==> config.mk <==
export PLATFORM = sky130hd
export DESIGN_NAME = ervp_design_info_reader_flat
export DESIGN_NICKNAME = d
export VERILOG_FILES = /design/src/rtl/ervp_design_info_reader_pkg.sv /design/src/rtl/ervp_design_info_reader_if.sv /design/src/rtl/ervp_word_byte_unpacker.sv /design/src/rtl/ervp_design_info_reader.sv /design/src/flat_wrapper.sv
export SDC_FILE = /design/constraint.sdc
export NUM_CORES = 1
export LEC_CHECK = 0
export ABC_CLOCK_PERIOD_IN_PS = 3200
export CAP_MARGIN = 20
export CELL_PAD_IN_SITES_DETAIL_PLACEMENT = 1
export CELL_PAD_IN_SITES_GLOBAL_PLACEMENT = 2
export CORE_UTILIZATION = 40
export CTS_CLUSTER_DIAMETER = 100
export DETAILED_ROUTE_END_ITERATION = 12
export DONT_BUFFER_PORTS = 1
export PLACE_DENSITY_LB_ADDON = 0.1
export SLEW_MARGIN = 15
export SYNTH_ARGS = -nofsm -noshare
export SYNTH_HDL_FRONTEND = slang
export SYNTH_HIERARCHICAL = 1
export SYNTH_SLANG_ARGS = --single-unit
==> constraint.sdc <==
create_clock -name clk -period 3.2 [get_ports clk]
set_input_delay 0.48 -clock clk [delete_from_list [all_inputs] [get_ports clk]]
set_output_delay 0.48 -clock clk [all_outputs]
set_load 0.03 [all_outputs]
==> src/rtl/ervp_design_info_reader_pkg.sv <==
`default_nettype none
// ============================================================================
// ervp_design_info_reader_pkg : shared types and width helpers for the reader
// Rev 1.0
// ============================================================================
package ervp_design_info_reader_pkg;

  typedef enum logic [2:0] {
    ST_IDLE   = 3'd0,
    ST_SETUP  = 3'd1,
    ST_ACCESS = 3'd2,
    ST_EMIT   = 3'd3,
    ST_FINISH = 3'd4
  } state_t;

  // String order on the bus: the first character sits in the top byte.
  localparam int FIRST_CHAR_MSB = 31;

  function automatic int num_words_width(input int max_words);
    return $clog2(max_words + 1);
  endfunction

  function automatic int char_count_width(input int max_words);
    return $clog2(4 * max_words + 1);
  endfunction

  function automatic logic [7:0] word_byte(input logic [31:0] word, input logic [1:0] idx);
    logic [31:0] shifted;
    shifted = word << {idx, 3'b000};
    return shifted[FIRST_CHAR_MSB -: 8];
  endfunction

endpackage
`default_nettype wire

==> src/rtl/ervp_design_info_reader_if.sv <==
`default_nettype none
// ============================================================================
// ervp_design_info_reader_if : APB read bus plus character stream
// Rev 1.0
// ============================================================================
interface ervp_design_info_reader_if #(
  parameter int BW_ADDR = 32
) ();
  logic               psel;
  logic               penable;
  logic               pwrite;
  logic [BW_ADDR-1:0] paddr;
  logic [31:0]        prdata;
  logic               pready;
  logic               pslverr;
  logic               char_valid;
  logic [7:0]         char_data;
  logic               char_ready;

  modport master (
    output psel, penable, pwrite, paddr,
    input  prdata, pready, pslverr,
    output char_valid, char_data,
    input  char_ready
  );

  modport slave (
    input  psel, penable, pwrite, paddr,
    output prdata, pready, pslverr,
    input  char_valid, char_data,
    output char_ready
  );
endinterface
`default_nettype wire

==> src/rtl/ervp_word_byte_unpacker.sv <==
`default_nettype none
// ============================================================================
// ervp_word_byte_unpacker : splits a 32-bit word into a valid/ready byte stream
// Rev 1.0
// ============================================================================
module ervp_word_byte_unpacker
  import ervp_design_info_reader_pkg::*;
#(
  parameter bit STOP_AT_NUL = 1'b1
) (
  input  logic        clk,
  input  logic        rstnn,
  input  logic        flush,
  input  logic        load,
  input  logic [31:0] load_word,
  output logic        char_valid,
  output logic [7:0]  char_data,
  input  logic        char_ready,
  output logic        accept,
  output logic        word_done,
  output logic        nul_found
);

  logic [31:0] r_word;
  logic [1:0]  r_idx;
  logic        r_loaded;
  logic        r_nul;
  logic [1:0]  w_pidx;
  logic [7:0]  w_pbyte;
  logic        w_pnul;

  assign accept    = char_valid & char_ready;
  assign word_done = accept & (r_idx == 2'd3);
  assign nul_found = r_nul;

  // First presentation uses the current index; after a handshake the next one.
  assign w_pidx  = char_valid ? (r_idx + 2'd1) : r_idx;
  assign w_pbyte = word_byte(r_word, w_pidx);
  assign w_pnul  = STOP_AT_NUL && (w_pbyte == 8'h00);

  always_ff @(posedge clk or negedge rstnn) begin
    if (!rstnn) begin
      r_word     <= '0;
      r_idx      <= '0;
      r_loaded   <= 1'b0;
      r_nul      <= 1'b0;
      char_valid <= 1'b0;
      char_data  <= '0;
    end else if (flush) begin
      r_idx      <= '0;
      r_loaded   <= 1'b0;
      r_nul      <= 1'b0;
      char_valid <= 1'b0;
    end else if (load) begin
      r_word     <= load_word;
      r_idx      <= '0;
      r_loaded   <= 1'b1;
      r_nul      <= 1'b0;
      char_valid <= 1'b0;
    end else if (r_loaded && !r_nul) begin
      if (!char_valid || char_ready) begin
        if (char_valid && (r_idx == 2'd3)) begin
          r_loaded   <= 1'b0;
          char_valid <= 1'b0;
        end else begin
          r_idx <= w_pidx;
          if (w_pnul) begin
            r_nul      <= 1'b1;
            char_valid <= 1'b0;
          end else begin
            char_valid <= 1'b1;
            char_data  <= w_pbyte;
          end
        end
      end
    end
  end

endmodule
`default_nettype wire

==> src/rtl/ervp_design_info_reader.sv <==
`default_nettype none
// ============================================================================
// ervp_design_info_reader : APB initiator streaming the design-info string
// Rev 1.0
// ============================================================================
module ervp_design_info_reader
  import ervp_design_info_reader_pkg::*;
#(
  parameter int BW_ADDR        = 32,
  parameter int MAX_WORDS      = 16,
  parameter bit STOP_AT_NUL    = 1'b1,
  parameter int TIMEOUT_CYCLES = 255
) (
  input  logic                                   clk,
  input  logic                                   rstnn,
  input  logic                                   start,
  input  logic [BW_ADDR-1:0]                     base_addr,
  input  logic [num_words_width(MAX_WORDS)-1:0]  num_words,
  output logic                                   busy,
  output logic                                   done,
  output logic                                   error,
  output logic [char_count_width(MAX_WORDS)-1:0] char_count,
  ervp_design_info_reader_if.master              bus
);

  localparam int NW_W = num_words_width(MAX_WORDS);
  localparam int TO_W = $clog2(TIMEOUT_CYCLES + 1);
  localparam logic [NW_W-1:0] C_MAX_WORDS = NW_W'(MAX_WORDS);
  localparam logic [TO_W-1:0] C_TO_LAST   = TO_W'(TIMEOUT_CYCLES - 1);

  state_t             r_state;
  logic [NW_W-1:0]    r_words_left;
  logic [TO_W-1:0]    r_tcnt;
  logic               r_psel;
  logic               r_penable;
  logic [BW_ADDR-1:0] r_paddr;
  logic               w_load;
  logic               w_flush;
  logic               w_accept;
  logic               w_word_done;
  logic               w_nul_found;

  assign bus.psel    = r_psel;
  assign bus.penable = r_penable;
  assign bus.paddr   = r_paddr;
  assign bus.pwrite  = 1'b0;

  assign w_load  = (r_state == ST_ACCESS) && bus.pready && !bus.pslverr;
  assign w_flush = (r_state == ST_FINISH);

  ervp_word_byte_unpacker #(
    .STOP_AT_NUL (STOP_AT_NUL)
  ) u_unpacker (
    .clk        (clk),
    .rstnn      (rstnn),
    .flush      (w_flush),
    .load       (w_load),
    .load_word  (bus.prdata),
    .char_valid (bus.char_valid),
    .char_data  (bus.char_data),
    .char_ready (bus.char_ready),
    .accept     (w_accept),
    .word_done  (w_word_done),
    .nul_found  (w_nul_found)
  );

  always_ff @(posedge clk or negedge rstnn) begin
    if (!rstnn) begin
      r_state      <= ST_IDLE;
      r_words_left <= '0;
      r_tcnt       <= '0;
      r_psel       <= 1'b0;
      r_penable    <= 1'b0;
      r_paddr      <= '0;
      busy         <= 1'b0;
      done         <= 1'b0;
      error        <= 1'b0;
      char_count   <= '0;
    end else begin
      case (r_state)
        ST_IDLE: begin
          if (start) begin
            busy         <= 1'b1;
            error        <= 1'b0;
            char_count   <= '0;
            r_words_left <= num_words;
            if ((num_words == '0) || (num_words > C_MAX_WORDS)) begin
              error   <= 1'b1;
              done    <= 1'b1;
              r_state <= ST_FINISH;
            end else begin
              r_psel  <= 1'b1;
              r_paddr <= base_addr;
              r_state <= ST_SETUP;
            end
          end
        end
        ST_SETUP: begin
          r_penable <= 1'b1;
          r_tcnt    <= '0;
          r_state   <= ST_ACCESS;
        end
        ST_ACCESS: begin
          if (bus.pready) begin
            r_psel    <= 1'b0;
            r_penable <= 1'b0;
            if (bus.pslverr) begin
              error   <= 1'b1;
              done    <= 1'b1;
              r_state <= ST_FINISH;
            end else begin
              r_words_left <= r_words_left - 1'b1;
              r_state      <= ST_EMIT;
            end
          end else if (r_tcnt == C_TO_LAST) begin
            r_psel    <= 1'b0;
            r_penable <= 1'b0;
            error     <= 1'b1;
            done      <= 1'b1;
            r_state   <= ST_FINISH;
          end else begin
            r_tcnt <= r_tcnt + 1'b1;
          end
        end
        ST_EMIT: begin
          if (w_nul_found) begin
            done    <= 1'b1;
            r_state <= ST_FINISH;
          end else if (w_accept) begin
            char_count <= char_count + 1'b1;
            if (w_word_done) begin
              // No prefetch: the next read starts only once this word drained.
              if (r_words_left != '0) begin
                r_psel  <= 1'b1;
                r_paddr <= r_paddr + BW_ADDR'(4);
                r_state <= ST_SETUP;
              end else begin
                done    <= 1'b1;
                r_state <= ST_FINISH;
              end
            end
          end
        end
        ST_FINISH: begin
          done    <= 1'b0;
          busy    <= 1'b0;
          r_state <= ST_IDLE;
        end
        default: r_state <= ST_IDLE;
      endcase
    end
  end

endmodule
`default_nettype wire

==> src/flat_wrapper.sv <==
// flat-port wrapper written by rule: the top's interface ports become plain ports
module ervp_design_info_reader_flat import ervp_design_info_reader_pkg::*;
#(
  parameter int BW_ADDR        = 32,
  parameter int MAX_WORDS      = 16,
  parameter bit STOP_AT_NUL    = 1'b1,
  parameter int TIMEOUT_CYCLES = 255
)
  (clk, rstnn, start, base_addr, num_words, busy, done, error, char_count, bus_psel, bus_penable, bus_pwrite, bus_paddr, bus_prdata, bus_pready, bus_pslverr, bus_char_valid, bus_char_data, bus_char_ready);
  ervp_design_info_reader_if #(.BW_ADDR(BW_ADDR)) bus_i ();
  input  logic clk;
  input  logic rstnn;
  input  logic start;
  input  logic [BW_ADDR-1:0] base_addr;
  input  logic [num_words_width(MAX_WORDS)-1:0] num_words;
  output logic busy;
  output logic done;
  output logic error;
  output logic [char_count_width(MAX_WORDS)-1:0] char_count;
  output wire logic [$bits(bus_i.psel)-1:0] bus_psel;
  output wire logic [$bits(bus_i.penable)-1:0] bus_penable;
  output wire logic [$bits(bus_i.pwrite)-1:0] bus_pwrite;
  output wire logic [$bits(bus_i.paddr)-1:0] bus_paddr;
  input wire logic [$bits(bus_i.prdata)-1:0] bus_prdata;
  input wire logic [$bits(bus_i.pready)-1:0] bus_pready;
  input wire logic [$bits(bus_i.pslverr)-1:0] bus_pslverr;
  output wire logic [$bits(bus_i.char_valid)-1:0] bus_char_valid;
  output wire logic [$bits(bus_i.char_data)-1:0] bus_char_data;
  input wire logic [$bits(bus_i.char_ready)-1:0] bus_char_ready;
  assign bus_psel = bus_i.psel;
  assign bus_penable = bus_i.penable;
  assign bus_pwrite = bus_i.pwrite;
  assign bus_paddr = bus_i.paddr;
  assign bus_i.prdata = bus_prdata;
  assign bus_i.pready = bus_pready;
  assign bus_i.pslverr = bus_pslverr;
  assign bus_char_valid = bus_i.char_valid;
  assign bus_char_data = bus_i.char_data;
  assign bus_i.char_ready = bus_char_ready;
  ervp_design_info_reader #(.BW_ADDR(BW_ADDR), .MAX_WORDS(MAX_WORDS), .STOP_AT_NUL(STOP_AT_NUL), .TIMEOUT_CYCLES(TIMEOUT_CYCLES)) u_core (.clk(clk), .rstnn(rstnn), .start(start), .base_addr(base_addr), .num_words(num_words), .busy(busy), .done(done), .error(error), .char_count(char_count), .bus(bus_i));
endmodule
==> results.md, run 1 <==
- GRT Overall Usage: 0.2166
- Met3 wire length: about 940 um
- Post-DP HPWL: approximately 11000 um
- Seq/Total Area, Yosys: 0.4475
- Htree depth: 3
- Synth-to-layout area growth: 8.182%
- Flop pwr share: 0.516
- Area after DPL: about 0.006 mm^2
- Worst hold margin: 0.05646 ns
- Finish-stage setup viols: 0
- Initial detailed-routing violation count: 234
- Clk slew on worst S/H paths: approximately 0.070 ns
- Antenna viol nets, final: 0
- Switching Share: 0.2018
- Combinational share of power: 0.015
- Leakage: ~2.8 nW
- Highest Signal Layer: met4
- Routed vias: roughly 4500
- Pwr Density: 404.8 mW/mm^2
- Yosys warns: 6
- Worst Setup End Kind: register
- Core Region: between 0.01 and 0.015 mm^2
- Top Ports: between 100 and 150
- Asr flop ratio synth: 1.000
- Longest Clk Path Bufs: 2
- Clock Latency Late Sink: roughly 0.35 ns
- Largest net degree at the start of global routing: approximately 110
- Startpoint types: register
- Clock skew: about 0.0084 ns
- Layout cells sized above 1: 0.1552
- Rel. slew slack: 0.4897
- Routed wl met2: ~7500 um
- Cell Count, Final, Fillers Out: approximately 750
- Die Ht: approximately 120 um
- Grt ovf: 0
- Synth area leaders: dfrtp_1 (45%), mux2_2 (6.9%), mux2i_1 (4.1%), a21oi_1 (3.9%), o21ai_0 (2.6%)
- Vias in the first global route: around 4800
- Net Sw Power: approximately 0.52 mW
- TritonCTS clock tree: done
- Worst Tran Pin Value: roughly 0.76 ns
- Max Cap Viol: 0
- Clk network pwr share: 0.469
- Worst hold path type: in2async
- Post-synth top flop: dfrtp_1
- Unique masters post-synth: between 60 and 70
- Fin crit period: just under 3 ns
- Top cell type's share of synthesized area: 0.4475
- Worst Path Required: approximately 3.4 ns
- # clock sinks: around 110
- Root buffer cell: clkbuf_16
- Period utilization: 0.9049
- Area leader, netlist: dfrtp_1
- Design Area, Final: about 0.0064 mm^2
- Syn Std Cell Area: about 0.006 mm^2
- CP arrival: 3.13 ns
- Final Util: 0.4506
- Post-synth EDFFs: 0
- DRC: 0
- Register bit count reported by yosys: between 100 and 150
- Antenna violations before repair: 1
- Starting density of the core: 0.4166
- Drt first pass iters: 4
- Via/cell ratio: approximately 6.0
- Worst Path Class, Setup: reg2reg
- Routability cong.: between 0.7 and 0.8
- Syn_nets: approximately 660
- Cell internal pwr: approximately 2.1 mW
- Syn_area_per_cell: 10.23 um^2
- Routed WL per cell: 20.93 um
- Count of pins over their slew limit: 0
- Total wire length: 15660 um
- Total CTS buffers: 9
- Most frequent cells after synthesis: dfrtp_1 (105), a21oi_1 (46), nand2_1 (38)
- Peak supply drop: ~260 uV
- Status: completed
- Crit Path Max Fanout: 9
- Hold Fails Final Rpt: 0
- Port buffer count: 0
- Num rows: 43
- Die area: about 0.015 mm^2
- First-pass GRT wire length: 25260 um
- Setup TNS: 0 ns
- Met1 wire length: around 7000 um
- Cells after synthesis: between 500 and 600
- Unrepaired setup endpoints after global routing: false
- Inst Count DP: ~730
- Die width: roughly 120 um
- Maximum clock rate: 345.3 MHz
- Most frequent cell after synthesis: dfrtp_1
- Final nets: between 600 and 700
worst paths after layout:
check	startpoint	endpoint	slack (ns)	cells past startpoint
setup / recovery	u_core/u_unpacker/r_idx[1]	u_core/u_unpacker/char_data[1]	0.30	7
hold / removal	rstnn	u_core/u_unpacker/r_word[14]	0.06	1
setup reg to reg	u_core/u_unpacker/r_idx[1]	u_core/u_unpacker/char_data[1]	0.30	7
hold reg to reg	u_core/r_tcnt[5]	u_core/r_tcnt[5]	0.48	1
max in group asynchronous	rstnn	u_core/bus.paddr[10]	2.71	1
min in group clk	num_words[0]	u_core/r_words_left[0]	0.27	2
critical path, cell delays in order (launching register included):
cell,delay [ns]
dfrtp_1,0.43
ha_1,0.36
nor2b_1,0.44
mux2i_1,0.17
o221a_2,0.32
nor4_2,0.49
a21oi_4,0.22
mux2_4,0.34
placed cells by master, fill, tap and decap left out, drive strengths merged, types with 3 or more instances in the layout:
| master | synthesis | layout |
|---|---|---|
| ha | 6 | 6 |
| a221oi | 5 | 5 |
| nand2b | 4 | 4 |
| nor4 | 6 | 6 |
| mux2 | 54 | 54 |
| dfrtp | 105 | 105 |
| and3 | 9 | 9 |
| or2 | 3 | 3 |
| nor3b | 5 | 5 |
| and2 | 5 | 5 |
| nand4 | 19 | 19 |
| mux2i | 24 | 24 |
| o21ai | 32 | 32 |
| inv | 13 | 13 |
| and3b | 3 | 3 |
| nor2 | 35 | 35 |
| o22a | 5 | 5 |
| a2bb2oi | 15 | 15 |
| nand3 | 22 | 22 |
| o22ai | 18 | 18 |
| a21oi | 47 | 47 |
| a31oi | 5 | 5 |
| nor2b | 6 | 6 |
| nor3 | 13 | 13 |
| xor2 | 7 | 7 |
| buf | 22 | 14 |
| clkbuf | 13 | 11 |
| nand2 | 38 | 38 |
| a211oi | 3 | 3 |
metal layers:
metal	vias to the layer above	GRT usage
met5	-	0
met4	0	0.06551
met3	13	0.05996
met2	80	0.3527
met1	2261	0.2791
li1	2108	-
flip-flops by register name, summed over array words and instances (netlist names):
signal / count
u_core/bus.paddr: 32
u_core/u_unpacker/r_word: 32
u_core/r_tcnt: 8
u_core/u_unpacker/char_data: 8
u_core/char_count: 7
u_core/r_words_left: 5
u_core/r_state: 3
u_core/u_unpacker/r_idx: 2
u_core/bus.penable: 1
u_core/bus.psel: 1
u_core/busy: 1
u_core/done: 1
u_core/error: 1
u_core/u_unpacker/char_valid: 1
u_core/u_unpacker/nul_found: 1
u_core/u_unpacker/r_loaded: 1
cell families after synthesis:
kind of cell | count (synthesis) | share of synthesized area
buf+inv | 48 | 0.04475
xor+xnor | 9 | 0.01342
simple gates | 178 | 0.1624
flops | 105 | 0.4475
mux | 78 | 0.1502
other cells | 1 | 0.0006386
compound gates | 149 | 0.1683
fa+ha+maj | 6 | 0.01278
layout make-up:
| type | instances | area (um^2) |
|---|---|---|
| Inverter | 13 | 48.80 |
| Sequential cell | 105 | 2628 |
| Antenna cell | 1 | 2.502 |
| Tap cell | 180 | 225.2 |
| Multi-Input combinational cell | 421 | 2993 |
| Timing Repair Buffer | 14 | 137.6 |
| Clock buffer | 11 | 252.7 |
| Clock inverter | 3 | 65.06 |
| Fill cell | 1569 | 7744 |
what timing repair did:
item	in CTS	in global routing
hold buffers	1	0
endpoints found under the hold margin	105	0
gates resized for setup	0	0
setup buffers	0	0
stage by stage:
stage / power, mW / worst slack [ns]
after floorplan: 1.360 / 0.6814
after global placement: 1.360 / 0.4878
after detailed placement: 1.361 / 0.3151
after CTS: 2.619 / 0.2929
after global routing: 2.662 / 0.08547
final: 2.572 / 0.3043
power by group through the flow:
stage          Sequential (mW)  Clock, mW  Combinational (mW)
2_1_floorplan             1.35          0             0.00810
3_3_place_gp              1.35          0             0.00825
3_5_place_dp              1.35          0             0.00847
4_1_cts                   1.33       1.25              0.0407
5_1_grt                   1.33       1.29              0.0456
6_report                  1.33       1.21              0.0380
Power figures use the tool's default switching activity.
==> inputs of run 2 (changes only) <==
CTS_CLUSTER_SIZE = 28   (was unset)
==> results of run 2 <==
No change in the layout: final DEF, timing and power equal those of run 1.
